<file path="src/rtl/net_resolver_pkg.sv">
// Shared types and helpers for the multi-driver net resolver: four-state
// encoding, net-type modes and per-column driver flag extraction.
package net_resolver_pkg;

  typedef enum logic [1:0] {
    L0 = 2'b00,
    L1 = 2'b01,
    LZ = 2'b10,
    LX = 2'b11
  } nr_logic4_e;

  typedef enum logic [2:0] {
    NR_WIRE   = 3'd0,
    NR_TRI0   = 3'd1,
    NR_TRI1   = 3'd2,
    NR_WAND   = 3'd3,
    NR_WOR    = 3'd4,
    NR_TRIREG = 3'd5
  } nr_mode_e;

  // tri, triand and trior resolve exactly like wire, wand and wor.
  localparam nr_mode_e NR_TRI    = NR_WIRE;
  localparam nr_mode_e NR_TRIAND = NR_WAND;
  localparam nr_mode_e NR_TRIOR  = NR_WOR;

  localparam int NR_MAX_DRV = 16;

  typedef struct packed {
    logic has0;
    logic has1;
    logic hasx;
    logic allz;
  } nr_flags_t;

  function automatic nr_flags_t nr_flags(input logic [2*NR_MAX_DRV-1:0] col,
                                         input int unsigned ndrv);
    nr_flags_t f;
    f.has0 = 1'b0;
    f.has1 = 1'b0;
    f.hasx = 1'b0;
    f.allz = 1'b1;
    for (int unsigned i = 0; i < NR_MAX_DRV; i++) begin
      if (i < ndrv) begin
        case (nr_logic4_e'(col[2*i +: 2]))
          L0: begin
            f.has0 = 1'b1;
            f.allz = 1'b0;
          end
          L1: begin
            f.has1 = 1'b1;
            f.allz = 1'b0;
          end
          LX: begin
            f.hasx = 1'b1;
            f.allz = 1'b0;
          end
          default: begin
            f.allz = f.allz;
          end
        endcase
      end else begin
        f.allz = f.allz;
      end
    end
    return f;
  endfunction

endpackage

</file>
<file path="src/rtl/net_resolver_bit.sv">
// Combinational resolution of one net bit from NDRV four-state drivers
// under a fixed net-type rule; also reports all-z and 0/1 contention.
module net_resolve_bit
  import net_resolver_pkg::*;
#(
  parameter int       NDRV = 2,
  parameter nr_mode_e MODE = NR_WIRE
) (
  input  logic [2*NDRV-1:0] drv_i,
  output logic [1:0]        val_o,
  output logic              allz_o,
  output logic              contended_o
);

  logic [2*NR_MAX_DRV-1:0] col_s;
  nr_flags_t               flags_s;
  logic [1:0]              wire_s;

  // Column padding and flag extraction.
  always_comb begin
    col_s = {(2*NR_MAX_DRV){1'b0}};
    col_s[2*NDRV-1:0] = drv_i;
    flags_s = nr_flags(col_s, NDRV);
  end

  // Rule selection; trireg shares the wire rule and its charge lives upstream.
  always_comb begin
    if (flags_s.allz) begin
      wire_s = LZ;
    end else if (flags_s.hasx || (flags_s.has0 && flags_s.has1)) begin
      wire_s = LX;
    end else if (flags_s.has0) begin
      wire_s = L0;
    end else begin
      wire_s = L1;
    end

    val_o = wire_s;
    case (MODE)
      NR_TRI0: begin
        if (flags_s.allz) val_o = L0;
        else              val_o = wire_s;
      end
      NR_TRI1: begin
        if (flags_s.allz) val_o = L1;
        else              val_o = wire_s;
      end
      NR_WAND: begin
        if (flags_s.has0)      val_o = L0;
        else if (flags_s.hasx) val_o = LX;
        else if (flags_s.has1) val_o = L1;
        else                   val_o = LZ;
      end
      NR_WOR: begin
        if (flags_s.has1)      val_o = L1;
        else if (flags_s.hasx) val_o = LX;
        else if (flags_s.has0) val_o = L0;
        else                   val_o = LZ;
      end
      default: begin
        val_o = wire_s;
      end
    endcase

    allz_o      = flags_s.allz;
    contended_o = flags_s.has0 && flags_s.has1 &&
                  (MODE != NR_WAND) && (MODE != NR_WOR);
  end

endmodule

</file>
<file path="src/rtl/net_resolver.sv">
// Registered multi-driver net resolver: per-bit resolution, trireg charge
// storage with sample-counted decay, and a saturating contention counter.
module net_resolver
  import net_resolver_pkg::*;
#(
  parameter int       WIDTH        = 8,
  parameter int       NDRV         = 2,
  parameter nr_mode_e MODE         = NR_WIRE,
  parameter int       DECAY_CYCLES = 4,
  parameter int       CNT_W        = 16
) (
  input  logic                     clk,
  input  logic                     reset,
  input  logic                     in_valid,
  input  logic [NDRV*WIDTH*2-1:0]  drv_val,
  input  logic [NDRV-1:0]          drv_en,
  input  logic                     cont_clr,
  output logic                     out_valid,
  output logic [WIDTH*2-1:0]       out_val,
  output logic                     contention,
  output logic [CNT_W-1:0]         cont_count
);

  // Decay counter must reach DECAY_CYCLES+1 so a decayed bit stays decayed.
  localparam int              DW        = (DECAY_CYCLES < 1) ? 1 : $clog2(DECAY_CYCLES + 2);
  localparam logic [DW-1:0]   DECAY_LIM = DW'(DECAY_CYCLES);
  localparam logic [DW-1:0]   DECAY_MAX = {DW{1'b1}};
  localparam logic [CNT_W-1:0] CNT_MAX  = {CNT_W{1'b1}};

  logic [WIDTH-1:0][1:0]    res_s;
  logic [WIDTH-1:0]         allz_s;
  logic [WIDTH-1:0]         cont_s;

  logic                     out_valid_q;
  logic [WIDTH-1:0][1:0]    out_val_q, out_val_d;
  logic [WIDTH-1:0][1:0]    charge_q, charge_d;
  logic [WIDTH-1:0][DW-1:0] decay_q, decay_d;
  logic                     contention_q, contention_d;
  logic [CNT_W-1:0]         cont_count_q, cont_count_d;

  for (genvar b = 0; b < WIDTH; b++) begin : g_bit
    logic [2*NDRV-1:0] col_s;

    // Gather this bit's column; a disabled driver presents z.
    always_comb begin
      col_s = {(2*NDRV){1'b0}};
      for (int d = 0; d < NDRV; d++) begin
        if (drv_en[d]) col_s[2*d +: 2] = drv_val[(d*WIDTH+b)*2 +: 2];
        else           col_s[2*d +: 2] = LZ;
      end
    end

    net_resolve_bit #(
      .NDRV (NDRV),
      .MODE (MODE)
    ) u_bit (
      .drv_i       (col_s),
      .val_o       (res_s[b]),
      .allz_o      (allz_s[b]),
      .contended_o (cont_s[b])
    );
  end

  // Next-state for resolved value, trireg charge/decay and contention.
  always_comb begin
    out_val_d    = out_val_q;
    charge_d     = charge_q;
    decay_d      = decay_q;
    contention_d = contention_q;
    if (in_valid) begin
      contention_d = |cont_s;
      for (int b = 0; b < WIDTH; b++) begin
        if (MODE == NR_TRIREG) begin
          if (!allz_s[b]) begin
            out_val_d[b] = res_s[b];
            charge_d[b]  = res_s[b];
            decay_d[b]   = {DW{1'b0}};
          end else begin
            if (decay_q[b] != DECAY_MAX) decay_d[b] = decay_q[b] + DW'(1'b1);
            else                         decay_d[b] = decay_q[b];
            if ((DECAY_CYCLES == 0) || (decay_d[b] <= DECAY_LIM)) out_val_d[b] = charge_q[b];
            else                                                   out_val_d[b] = LX;
          end
        end else begin
          out_val_d[b] = res_s[b];
        end
      end
    end else begin
      contention_d = contention_q;
    end
  end

  // Saturating contention counter; clear has priority.
  always_comb begin
    cont_count_d = cont_count_q;
    if (cont_clr) begin
      cont_count_d = {CNT_W{1'b0}};
    end else if (in_valid && (|cont_s) && (cont_count_q != CNT_MAX)) begin
      cont_count_d = cont_count_q + CNT_W'(1'b1);
    end else begin
      cont_count_d = cont_count_q;
    end
  end

  // State registers.
  always_ff @(posedge clk or posedge reset) begin
    if (reset) begin
      out_valid_q  <= 1'b0;
      out_val_q    <= {WIDTH{2'b10}};
      charge_q     <= {WIDTH{2'b11}};
      decay_q      <= {(WIDTH*DW){1'b0}};
      contention_q <= 1'b0;
      cont_count_q <= {CNT_W{1'b0}};
    end else begin
      out_valid_q  <= in_valid;
      out_val_q    <= out_val_d;
      charge_q     <= charge_d;
      decay_q      <= decay_d;
      contention_q <= contention_d;
      cont_count_q <= cont_count_d;
    end
  end

  assign out_valid  = out_valid_q;
  assign out_val    = out_val_q;
  assign contention = contention_q;
  assign cont_count = cont_count_q;

endmodule
</file>
<file path="config.mk">
export PLATFORM = sky130hd
export DESIGN_NAME = net_resolver
export DESIGN_NICKNAME = d
export VERILOG_FILES = /design/src/rtl/net_resolver_pkg.sv /design/src/rtl/net_resolver_bit.sv /design/src/rtl/net_resolver.sv
export SDC_FILE = /design/constraint.sdc
export NUM_CORES = 1
export LEC_CHECK = 0
export CAP_MARGIN = 0
export CORE_MARGIN = 2
export CORE_UTILIZATION = 50
export DETAILED_ROUTE_END_ITERATION = 7
export DONT_BUFFER_PORTS = 1
export PLACE_DENSITY = 0.67
export SYNTH_ARGS = -nofsm -noshare
export SYNTH_HDL_FRONTEND = slang
export SYNTH_SLANG_ARGS = --single-unit
</file>
<file path="constraint.sdc">
create_clock -name clk -period 3.3 [get_ports clk]
set_clock_uncertainty 0.15 [all_clocks]
set_input_delay 0.495 -clock clk [delete_from_list [all_inputs] [get_ports clk]]
set_output_delay 0.495 -clock clk [all_outputs]
set_load 0.05 [all_outputs]
</file>
==> out/qor.csv <==
metric,value,unit
switching pwr,0.3226,mW
Area contributors post-synth,"dfrtp_1 (28%), dfstp_2 (9.1%), o21ai_0 (5.0%), nor2b_1 (4.9%), a21oi_1 (3.9%)",
die area,5201,µm²
post-route ant nets,0,
leading area contributor after synthesis,dfrtp_1,
Clock Tree Buf Depth,2,
"Clk pin slew, worst setup/hold paths",80,ps
post-CTS sizing,0,
#FFs+latches synth,34,
clock root cell,clkbuf_8,
floorplan core area,4414,µm²
# IOs,72,
Port-buffer cells,0,
ys flop type,dfrtp_1,
global route overflow,0,
share of the synthesized area in the top cell type,28.05,%
setup violators final,0,
Cell variety after synth,47,
n_diodes,0,
Max Fclk,386.0,MHz
Via Count,1976,
critical path type,flop to flop,
VDD IR max,190.5,µV
drt pass-1 iters,4,
drt wl/cell,17.14,µm
most common cell in the synthesized netlist,dfrtp_1,
antenna violations before repair,0,
setup ws final,709.1,ps
syn_nets,300,
post-route cell area,2415,µm²
total CTS buffers,5,
CTS tree,built,
Synth async-reset ratio,100.0,%
Routed WL,5.314,mm
clk sink count,34,
outcome,finished clean,
Vias/cell,6.374,
PwrDens,403.3,nW/µm²
Post-Synthesis Cell Area,2320,µm²
Setup TNS Final,0,ps
MaxCap Viol Count,0,
synth cell count leaders,"dfrtp_1 (26), o21ai_0 (23), inv_1 (22)",
Util after Layout,54.71,%
number of flops mapped to enable cells by yosys,0,
die height,72.12,µm
"critical path fanouts, max",14,
Worst Tran Pin Value,685.0,ps
first-pass GRT wire length,8.735,mm
RSZ-0062 raised after global routing,false,
Synth Area per Inst,8.888,µm²
Crit. End Element,flop,
placed inst area,2332,µm²
initial core utilization,52.55,%
fill cell count,438,
register area share after synthesis,37.11,%
Die X,72.12,µm
crit path time final,2591,ps
switching part of the total,33.12,%
Rows,24,
postcts setup bufs,0,
Final Hold Vio Count,0,
Place WS,742.2,ps
Reg power frac,56.9,%
Layout area overhead,4.099,%
Crit path required time,3350,ps
layout cell share with drive strength beyond 1,14.34,%
Max-slew headroom,54.28,%
Min Hold Slack,44.36,ps
max-slew violations,0,
DRC Markers,0,
Yosys Warn Count,0,
Post-DP HPWL,3.802,mm
final layout net count,296,
largest net degree at the start of global routing,37,
DR iter-0 viols,147,
number of global-route vias before repair,1829,
crit path launch type,flop,
CTS hold repair buffers,0,
gr usage total,21.09,%
Clock power frac,30.6,%
RD Place Congestion,0.9144,
clock latency at the later pin of the worst-skew pair,280,ps
internal cell power,0.6514,mW
min-delay worst type,input pin to async pin,
cells after synthesis,261,
final worst path period share,78.51,%
P_leak,0.8927,nW
Comb pwr share,12.5,%
H-tree levels,2,
CP arrival,2640,ps
[layer usage]
| layer | share of wire [%] | vias to the layer above | global-route usage [%] |
|---|---|---|---|
| met5 | 0 | - | 0 |
| met1 | 45 | 933 | 28.13 |
| met3 | 9.0 | 8 | 6.667 |
| met2 | 44 | 77 | 32.01 |
| met4 | 1.7 | 0 | 8.176 |
| li1 | - | 958 | - |
[cells in the final DEF (no fill, tap or decap), types with 2 or more instances in the layout]
cell | Yosys | layout
nor2_1 | 16 | 16
nand4_1 | 5 | 5
and4_1 | 3 | 3
o21ai_0 | 23 | 23
or3_1 | 2 | 2
mux2_4 | 4 | 4
or2_2 | 2 | 2
o2111ai_1 | 2 | 2
clkinv_2 | 0 | 2
dfrtp_1 | 26 | 26
o22ai_1 | 2 | 2
buf_4 | 0 | 4
nor3_2 | 2 | 2
xor2_1 | 2 | 2
a32oi_1 | 9 | 9
xnor2_1 | 6 | 6
inv_1 | 22 | 22
o31ai_1 | 8 | 8
dfstp_2 | 8 | 8
nand3_1 | 5 | 5
nand2b_1 | 2 | 2
a22oi_1 | 8 | 8
a21oi_1 | 18 | 18
clkbuf_8 | 0 | 5
o32ai_2 | 3 | 3
nor4_1 | 2 | 2
nand2_1 | 15 | 15
nor2b_1 | 18 | 18
or4_1 | 9 | 9
o211ai_1 | 7 | 7
[stage by stage]
| stage | total power, mW | std cells |
|---|---|---|
| final | 0.9740 | 310 |
| after global routing | 1.017 | 310 |
| after CTS | 0.9843 | 310 |
| after detailed placement | 0.6851 | 302 |
| after global placement | 0.6818 | 302 |
| after floorplan | 0.6801 | 261 |
[path summary, 6_finish.rpt]
| path | startpoint | depth (start not counted) | endpoint | slack [ps] |
|---|---|---|---|---|
| max in group asynchronous | reset | 2 | out_val[7]$_DFFE_PP1P_ | 2180 |
| min in group clk | in_valid | 0 | out_valid$_DFF_PP0_ | 90 |
| max reg2reg | cont_count[4]$_DFFE_PP0P_ | 5 | cont_count[10]$_DFFE_PP0P_ | 710 |
| max | cont_count[4]$_DFFE_PP0P_ | 5 | cont_count[10]$_DFFE_PP0P_ | 710 |
| min reg2reg | out_val[5]$_DFFE_PP1P_ | 2 | out_val[5]$_DFFE_PP1P_ | 450 |
| min | reset | 1 | cont_count[6]$_DFFE_PP0P_ | 40 |
[power groups by stage]
| stage | combinational [mW] | sequential, mW | clock [mW] |
|---|---|---|---|
| after global routing | 0.140 | 0.557 | 0.321 |
| final | 0.121 | 0.554 | 0.298 |
| after CTS | 0.123 | 0.555 | 0.306 |
| after detailed placement | 0.123 | 0.562 | 0 |
| after global placement | 0.120 | 0.562 | 0 |
| after floorplan | 0.121 | 0.559 | 0 |
[cells by family after synthesis]
logic type      synth area share [%]
buf+inv                        7.119
fa+ha+maj                     0.5393
compound gates                 24.87
mux                            3.506
xor+xnor                       3.021
simple gates                   23.84
flops                          37.11
[worst max-delay path, stage by stage (launching register included)]
cell and delay [ps]:
dfrtp_1 600, and4_1 410, nand4_1 150, nand3_1 430
or4_1 620, a21oi_1 150
[final cells by class]
cell class / count / area [µm²] / area share (%)
multi-input cells: 190 / 1294 / 53.58
clock inverters: 2 / 10.01 / 0.4145
clock buffers: 6 / 72.57 / 3.005
inverters: 22 / 82.58 / 3.420
repair buffers: 4 / 30.03 / 1.244
flip-flops and latches: 34 / 860.8 / 35.65
well taps: 52 / 65.06 / 2.694
[flip-flops by register name, summed over array words and instances (netlist names)]
signal / count
contention: 1
out_val: 16
cont_count: 16
out_valid: 1
Note: power is estimated with default switching activity, not from simulation.
